File: src/rtl/ula_pkg.sv
// Shared types for the multi-cycle ALU: opcodes, FSM states and the
// helper that caps the shift count at the operand width.
package ula_pkg;

  typedef enum logic [4:0] {
    OP_ADD  = 5'b00000,
    OP_ADDI = 5'b00001,
    OP_INC  = 5'b00011,
    OP_SUBD = 5'b00100,
    OP_SLL  = 5'b01000
  } opcode_t;

  typedef enum logic [1:0] {
    IDLE,
    EXEC,
    SHIFT,
    DONE
  } state_t;

  // Shifting by WIDTH or more already clears every bit, so iterate at most WIDTH times.
  function automatic int unsigned cnt_cap(input int unsigned amount, input int unsigned width);
    return (amount > width) ? width : amount;
  endfunction

endpackage

File: src/rtl/ula_multiciclo_if.sv
// Request/response bundle for the multi-cycle ALU. The master side issues
// operations and consumes results; the slave side is the ALU itself.
interface ula_multiciclo_if #(
  parameter int WIDTH = 3
);
  logic             req_valid;
  logic             req_ready;
  logic [4:0]       controle;
  logic [WIDTH-1:0] operandoA;
  logic [WIDTH-1:0] operandoB;
  logic             rsp_valid;
  logic             rsp_ready;
  logic [WIDTH-1:0] resultadoOp;
  logic             Z;
  logic             C;
  logic             S;
  logic             O;
  logic             erro;

  modport master (
    output req_valid, controle, operandoA, operandoB, rsp_ready,
    input  req_ready, rsp_valid, resultadoOp, Z, C, S, O, erro
  );

  modport slave (
    input  req_valid, controle, operandoA, operandoB, rsp_ready,
    output req_ready, rsp_valid, resultadoOp, Z, C, S, O, erro
  );
endinterface

File: src/rtl/ula_somador.sv
// Combinational WIDTH-bit adder with carry-in, shared by every arithmetic
// opcode. carry is bit WIDTH of the unsigned sum; overflow flags a signed
// result that does not fit in WIDTH bits.
module ula_somador #(
  parameter int WIDTH = 3
) (
  input  logic [WIDTH-1:0] a,
  input  logic [WIDTH-1:0] b,
  input  logic             cin,
  output logic [WIDTH-1:0] sum,
  output logic             carry,
  output logic             overflow
);
  logic [WIDTH:0] full;

  assign full     = {1'b0, a} + {1'b0, b} + {{WIDTH{1'b0}}, cin};
  assign sum      = full[WIDTH-1:0];
  assign carry    = full[WIDTH];
  // Same-sign operands producing a different-sign result cannot be represented.
  assign overflow = (a[WIDTH-1] == b[WIDTH-1]) && (sum[WIDTH-1] != a[WIDTH-1]);
endmodule

File: src/rtl/ula_multiciclo.sv
// Sequential ALU responder: accepts one request, runs a single-cycle
// arithmetic op or an iterative 1-bit-per-cycle left shift, then holds the
// result and Z/C/S/O flags until the consumer takes them.
// Optional build macro ULA_OVF_STICKY_EN adds clr_sticky / O_sticky.
module ula_multiciclo
  import ula_pkg::*;
#(
  parameter int WIDTH = 3
) (
  input  logic                  clk,
  input  logic                  reset,
  ula_multiciclo_if.slave       bus
`ifdef ULA_OVF_STICKY_EN
  ,
  input  logic                  clr_sticky,
  output logic                  O_sticky
`endif
);
  localparam int CW = $clog2(WIDTH + 1);

  state_t           state_reg, state_next;
  logic [4:0]       op_reg, op_next;
  logic [WIDTH-1:0] a_reg, a_next;
  logic [WIDTH-1:0] b_reg, b_next;
  logic [CW-1:0]    cnt_reg, cnt_next;
  logic [WIDTH-1:0] work_reg, work_next;
  logic [WIDTH-1:0] result_reg, result_next;
  logic             z_reg, z_next, c_reg, c_next, s_reg, s_next, o_reg, o_next;
  logic             erro_reg, erro_next;

  logic [WIDTH-1:0] add_b, add_sum, shifted;
  logic             add_cin, add_carry, add_ovf;
  logic [CW-1:0]    cap;

  ula_somador #(.WIDTH(WIDTH)) u_somador (
    .a        (a_reg),
    .b        (add_b),
    .cin      (add_cin),
    .sum      (add_sum),
    .carry    (add_carry),
    .overflow (add_ovf)
  );

  assign shifted = {work_reg[WIDTH-2:0], 1'b0};
  assign cap     = CW'(cnt_cap(32'(b_reg), WIDTH));

  // Select the adder's second operand and carry-in for the latched opcode.
  always_comb begin
    add_b   = b_reg;
    add_cin = 1'b0;
    case (op_reg)
      OP_ADDI: add_cin = 1'b1;
      OP_INC: begin
        add_b   = '0;
        add_cin = 1'b1;
      end
      OP_SUBD: add_b = ~b_reg;
      default: ;
    endcase
  end

  // Next-state and datapath updates; result/flags change only on completion.
  always_comb begin
    state_next  = state_reg;
    op_next     = op_reg;
    a_next      = a_reg;
    b_next      = b_reg;
    cnt_next    = cnt_reg;
    work_next   = work_reg;
    result_next = result_reg;
    z_next      = z_reg;
    c_next      = c_reg;
    s_next      = s_reg;
    o_next      = o_reg;
    erro_next   = erro_reg;
    case (state_reg)
      IDLE: begin
        if (bus.req_valid) begin
          op_next    = bus.controle;
          a_next     = bus.operandoA;
          b_next     = bus.operandoB;
          state_next = EXEC;
        end
      end
      EXEC: begin
        state_next = DONE;
        case (op_reg)
          OP_ADD, OP_ADDI, OP_INC, OP_SUBD: begin
            result_next = add_sum;
            z_next      = (add_sum == '0);
            c_next      = add_carry;
            s_next      = add_sum[WIDTH-1];
            o_next      = add_ovf;
            erro_next   = 1'b0;
          end
          OP_SLL: begin
            cnt_next = cap;
            if (cap == '0) begin
              result_next = a_reg;
              z_next      = (a_reg == '0);
              c_next      = 1'b0;
              s_next      = a_reg[WIDTH-1];
              o_next      = 1'b0;
              erro_next   = 1'b0;
            end else begin
              work_next  = a_reg;
              state_next = SHIFT;
            end
          end
          default: begin
            result_next = '0;
            erro_next   = 1'b1;
          end
        endcase
      end
      SHIFT: begin
        work_next = shifted;
        cnt_next  = cnt_reg - CW'(1);
        if (cnt_reg == CW'(1)) begin
          result_next = shifted;
          z_next      = (shifted == '0);
          c_next      = work_reg[WIDTH-1];
          s_next      = shifted[WIDTH-1];
          o_next      = 1'b0;
          erro_next   = 1'b0;
          state_next  = DONE;
        end
      end
      DONE: begin
        if (bus.rsp_ready) state_next = IDLE;
      end
      default: state_next = IDLE;
    endcase
  end

  // State and datapath registers; reset aborts any operation in flight.
  always_ff @(posedge clk or posedge reset) begin
    if (reset) begin
      state_reg  <= IDLE;
      op_reg     <= '0;
      a_reg      <= '0;
      b_reg      <= '0;
      cnt_reg    <= '0;
      work_reg   <= '0;
      result_reg <= '0;
      z_reg      <= 1'b0;
      c_reg      <= 1'b0;
      s_reg      <= 1'b0;
      o_reg      <= 1'b0;
      erro_reg   <= 1'b0;
    end else begin
      state_reg  <= state_next;
      op_reg     <= op_next;
      a_reg      <= a_next;
      b_reg      <= b_next;
      cnt_reg    <= cnt_next;
      work_reg   <= work_next;
      result_reg <= result_next;
      z_reg      <= z_next;
      c_reg      <= c_next;
      s_reg      <= s_next;
      o_reg      <= o_next;
      erro_reg   <= erro_next;
    end
  end

  assign bus.req_ready   = (state_reg == IDLE);
  assign bus.rsp_valid   = (state_reg == DONE);
  assign bus.resultadoOp = result_reg;
  assign bus.Z           = z_reg;
  assign bus.C           = c_reg;
  assign bus.S           = s_reg;
  assign bus.O           = o_reg;
  assign bus.erro        = erro_reg;

`ifdef ULA_OVF_STICKY_EN
  logic o_sticky_reg, o_sticky_next;
  logic completes;

  assign completes = (state_reg != DONE) && (state_next == DONE);

  // Sticky overflow: a completing op with O=1 beats a simultaneous clear.
  always_comb begin
    o_sticky_next = o_sticky_reg;
    if (completes && o_next) o_sticky_next = 1'b1;
    else if (clr_sticky)     o_sticky_next = 1'b0;
  end

  // Sticky overflow register.
  always_ff @(posedge clk or posedge reset) begin
    if (reset) o_sticky_reg <= 1'b0;
    else       o_sticky_reg <= o_sticky_next;
  end

  assign O_sticky = o_sticky_reg;
`endif

endmodule

File: src/flat_wrapper.sv
// flat-port wrapper written by rule: the top's interface ports become plain ports
module ula_multiciclo_flat import ula_pkg::*;
#(
  parameter int WIDTH = 3
)
  (clk, reset, bus_req_valid, bus_controle, bus_operandoA, bus_operandoB, bus_rsp_ready, bus_req_ready, bus_rsp_valid, bus_resultadoOp, bus_Z, bus_C, bus_S, bus_O, bus_erro);
  ula_multiciclo_if #(.WIDTH(WIDTH)) bus_i ();
  input  logic clk;
  input  logic reset;
  input wire logic [$bits(bus_i.req_valid)-1:0] bus_req_valid;
  input wire logic [$bits(bus_i.controle)-1:0] bus_controle;
  input wire logic [$bits(bus_i.operandoA)-1:0] bus_operandoA;
  input wire logic [$bits(bus_i.operandoB)-1:0] bus_operandoB;
  input wire logic [$bits(bus_i.rsp_ready)-1:0] bus_rsp_ready;
  output wire logic [$bits(bus_i.req_ready)-1:0] bus_req_ready;
  output wire logic [$bits(bus_i.rsp_valid)-1:0] bus_rsp_valid;
  output wire logic [$bits(bus_i.resultadoOp)-1:0] bus_resultadoOp;
  output wire logic [$bits(bus_i.Z)-1:0] bus_Z;
  output wire logic [$bits(bus_i.C)-1:0] bus_C;
  output wire logic [$bits(bus_i.S)-1:0] bus_S;
  output wire logic [$bits(bus_i.O)-1:0] bus_O;
  output wire logic [$bits(bus_i.erro)-1:0] bus_erro;
  assign bus_i.req_valid = bus_req_valid;
  assign bus_i.controle = bus_controle;
  assign bus_i.operandoA = bus_operandoA;
  assign bus_i.operandoB = bus_operandoB;
  assign bus_i.rsp_ready = bus_rsp_ready;
  assign bus_req_ready = bus_i.req_ready;
  assign bus_rsp_valid = bus_i.rsp_valid;
  assign bus_resultadoOp = bus_i.resultadoOp;
  assign bus_Z = bus_i.Z;
  assign bus_C = bus_i.C;
  assign bus_S = bus_i.S;
  assign bus_O = bus_i.O;
  assign bus_erro = bus_i.erro;
  ula_multiciclo #(.WIDTH(WIDTH)) u_core (.clk(clk), .reset(reset), .bus(bus_i));
endmodule
File: config.mk
export PLATFORM = sky130hd
export DESIGN_NAME = ula_multiciclo_flat
export DESIGN_NICKNAME = d
export VERILOG_FILES = /design/src/rtl/ula_pkg.sv /design/src/rtl/ula_multiciclo_if.sv /design/src/rtl/ula_somador.sv /design/src/rtl/ula_multiciclo.sv /design/src/flat_wrapper.sv
export SDC_FILE = /design/constraint.sdc
export NUM_CORES = 1
export LEC_CHECK = 0
export CAP_MARGIN = 0
export CORE_MARGIN = 4
export CORE_UTILIZATION = 30
export CTS_BUF_LIST = sky130_fd_sc_hd__clkbuf_8
export DETAILED_ROUTE_END_ITERATION = 7
export PLACE_DENSITY_LB_ADDON = 0.15
export SLEW_MARGIN = 0
export SYNTH_ARGS = -nofsm -noshare
export SYNTH_HDL_FRONTEND = slang
export SYNTH_SLANG_ARGS = --single-unit
File: constraint.sdc
create_clock -name clk -period 3.9 [get_ports clk]
set_input_delay 0.39 -clock clk [delete_from_list [all_inputs] [get_ports clk]]
set_output_delay 0.39 -clock clk [all_outputs]
set_load 0.05 [all_outputs]
==> impl_metrics.py <==
metrics = {
    "status": {
        "outcome": "completed",
    },
    "sta": {
        "drv_slew": 0,
        "slew_headroom": 0.314,
        "setup_viol": 0,
        "hold_violations": 0,
        "tightest_slew_ps": 1030,
        "fin_crit_ps": 3030,
        "timing.fmax_mhz": 330,
        "finClkSkew_ps": 4.13,
        "setup_tns_ps": 0,
        "min_period_over_period": 0.776,
        "grt_setup_unrepaired": "false",
    },
    "placement": {
        "dpl.hpwl_mm": 2.77,
        "gp_congestion": 0.858,
        "port_buffers": 24,
    },
    "worst_setup_path": {
        "arrival_ps": 3170,
        "crit_chain": "nor2_1 > nand2_1 > nor3_1 > a221oi_1 > fa_1 > fa_1 > xor2_1 > nor4_1 > a221oi_1 > mux2i_1",
        "r2r_slack_ps": 870,
        "start_kind": "flop",
        "path_buf_inv": 0,
        "critical-path-top-delay-family": "adder cells",
        "crit_fanout": 13,
        "slowest_delay_ps": 580,
        "cp_slowest_cell": "dfrtp_1",
        "crit_type": "flop to flop",
        "cp.required_ps": 4040,
        "crit_path_end_kind": "flop",
    },
    "synth": {
        "avgSynthCellArea_sq_um": 10.7,
        "ys_warn_count": 0,
        "synth_edf_count": 0,
        "synthArstFlopShare": 1.00,
        "synth_area_sq_um": 1610,
        "yosysUniqueCellTypes": 47,
        "seq_area_frac_synth": 0.404,
        "synthFlopType": "dfrtp_1",
        "synthCells": 150,
        "synth_nets": 174,
        "ys_ff_latch": 26,
    },
    "pwr": {
        "pwr-share-clk": 0.078,
        "power_mw": 1.94,
        "irDropWorstVdd_mv": 0.361,
        "leakage_nw": 0.784,
        "power.density_nw_per_um2": 1000,
        "combPwrFrac": 0.621,
        "p_int_mw": 1.01,
        "p_seq_frac": 0.301,
        "p_sw_frac": 0.480,
        "power_switching_uw": 933,
    },
    "cts": {
        "clk_latency_ps": 270,
        "clockBufferDepth": 2,
        "clock_sinks": 26,
        "cts-buffers-inserted": 3,
        "htree_num_levels": 1,
        "ctsHoldBuffers": 0,
        "cts_setup_buffers": 0,
        "cts_tree": "yes",
        "cts_resized": 0,
        "cts_root_buffer": "clkbuf_8",
        "path_clk_slew_ps": 90,
    },
    "global_routing": {
        "grt_pass1_vias": 1203,
        "grt_overflow": 0,
        "grt_max_degree": 27,
        "track_usage": 0.119,
        "grt_pass1_wl_mm": 6.07,
        "antenna_found_initial": 0,
    },
    "floorplan": {
        "dieArea_sq_um": 6600,
        "coreArea_sq_um": 5140,
        "initial_core_util": 0.313,
        "die_y_um": 81.3,
        "rows": 26,
        "die_w_um": 81.3,
        "ios": 25,
    },
    "finish": {
        "area_growth_pct": 20.3,
        "diodes": 0,
        "layout-drive-gt1-share": 0.153,
        "most-common-layout-cells": "26 x dfrtp_1, 24 x clkdlybuf4s50_1, 15 x mux2_2",
        "final_common_cell": "dfrtp_1",
        "largest_reg_flops": 5,
        "nets": 196,
    },
    "drt": {
        "drt-total-wl_mm": 3.58,
        "dr.pass1.iters": 4,
        "vias": 1261,
        "ant_nets": 0,
        "drt_first_iter_violations": 80,
        "drc": 0,
        "wl_per_cell_um": 14.9,
        "vias_per_cell": 5.25,
    },
    "hold_path": {
        "hold_path.class": "flop to flop",
    },
    "run": {
        "maxCapViolations": 0,
    },
}
-- final timing paths --
path,from,to,cells after the start
min reg2reg,u_core.cnt_reg[1]$_DFFE_PP0P_,u_core.cnt_reg[1]$_DFFE_PP0P_,1
min,u_core.cnt_reg[1]$_DFFE_PP0P_,u_core.cnt_reg[1]$_DFFE_PP0P_,1
max in group asynchronous,reset,u_core.a_reg[1]$_DFFE_PP0P_,2
max,u_core.op_reg[4]$_DFFE_PP0P_,u_core.bus.Z$_DFFE_PP0P_,10
min in group asynchronous,reset,u_core.bus.S$_DFFE_PP0P_,2
max reg2reg,u_core.op_reg[4]$_DFFE_PP0P_,u_core.bus.Z$_DFFE_PP0P_,10
-- cell type report --
| type | count | area, sq um |
|---|---|---|
| Fill cell | 543 | 3200 |
| Multi-Input combinational cell | 106 | 876 |
| Sequential cell | 26 | 651 |
| Timing Repair Buffer | 24 | 240 |
| Tap cell | 70 | 87.6 |
| Clock buffer | 3 | 41.3 |
| Inverter | 11 | 41.3 |
-- cell families (layout without fill, tap and decap cells) --
group                    Yosys count  count (layout)  synth area share
multiplexers                      18              18             0.124
AND/OR/NAND/NOR                   39              39             0.137
XOR/XNOR                           3               3            0.0163
AO/OA/AOI/OAI                     37              37             0.188
flip-flops                        26              26             0.404
adder cells (fa/ha/maj)            9               9            0.0793
buffers and inverters             18              38            0.0521
-- metrics by stage --
step           hold slack (ps)  area [sq um]  instances   util  setup slack [ps]
4_1_cts                    499          1940        240  0.377               897
6_report                   494          1940        240  0.377               874
5_1_grt                    532          1940        240  0.377               603
3_5_place_dp               477          1900        237  0.369               920
2_1_floorplan              430          1610        150      -              1100
3_3_place_gp               476          1900        237  0.369              1020
-- cell usage after synthesis, types with 2 or more instances --
| cell type | n | share of area |
|---|---|---|
| nand2_1 | 9 | 0.021 |
| a211o_1 | 2 | 0.011 |
| o31ai_1 | 4 | 0.019 |
| xor2_1 | 2 | 0.011 |
| nor4_1 | 3 | 0.012 |
| nor3_1 | 4 | 0.012 |
| fa_1 | 2 | 0.025 |
| ha_1 | 7 | 0.054 |
| buf_6 | 2 | 0.014 |
| nor2_1 | 9 | 0.021 |
| a31oi_1 | 2 | 0.0078 |
| a221oi_1 | 6 | 0.033 |
| o21ai_0 | 6 | 0.019 |
| nor4b_1 | 2 | 0.011 |
| mux2_2 | 15 | 0.10 |
| clkbuf_1 | 3 | 0.0070 |
| dfrtp_1 | 26 | 0.40 |
| inv_1 | 11 | 0.026 |
| a21oi_1 | 5 | 0.016 |
| mux2i_1 | 3 | 0.019 |
-- routing by layer --
layer,part of all wire,GRT usage,vias up,wire [um]
met5,0,0,-,0
met3,0.048,0.0277,2,173
met4,0.0053,0.0152,0,19
met1,0.43,0.151,620,1550
li1,-,-,600,-
met2,0.51,0.208,39,1840
-- power by group through the flow --
stage	Combinational, mW	Sequential, mW	Clock (mW)
CTS	1.21	0.587	0.159
global route	1.32	0.613	0.171
floorplan	0.878	0.632	0
global placement	1.17	0.586	0
finish	1.21	0.585	0.151
detailed placement	1.21	0.593	0
Power figures use the tool's default switching activity.
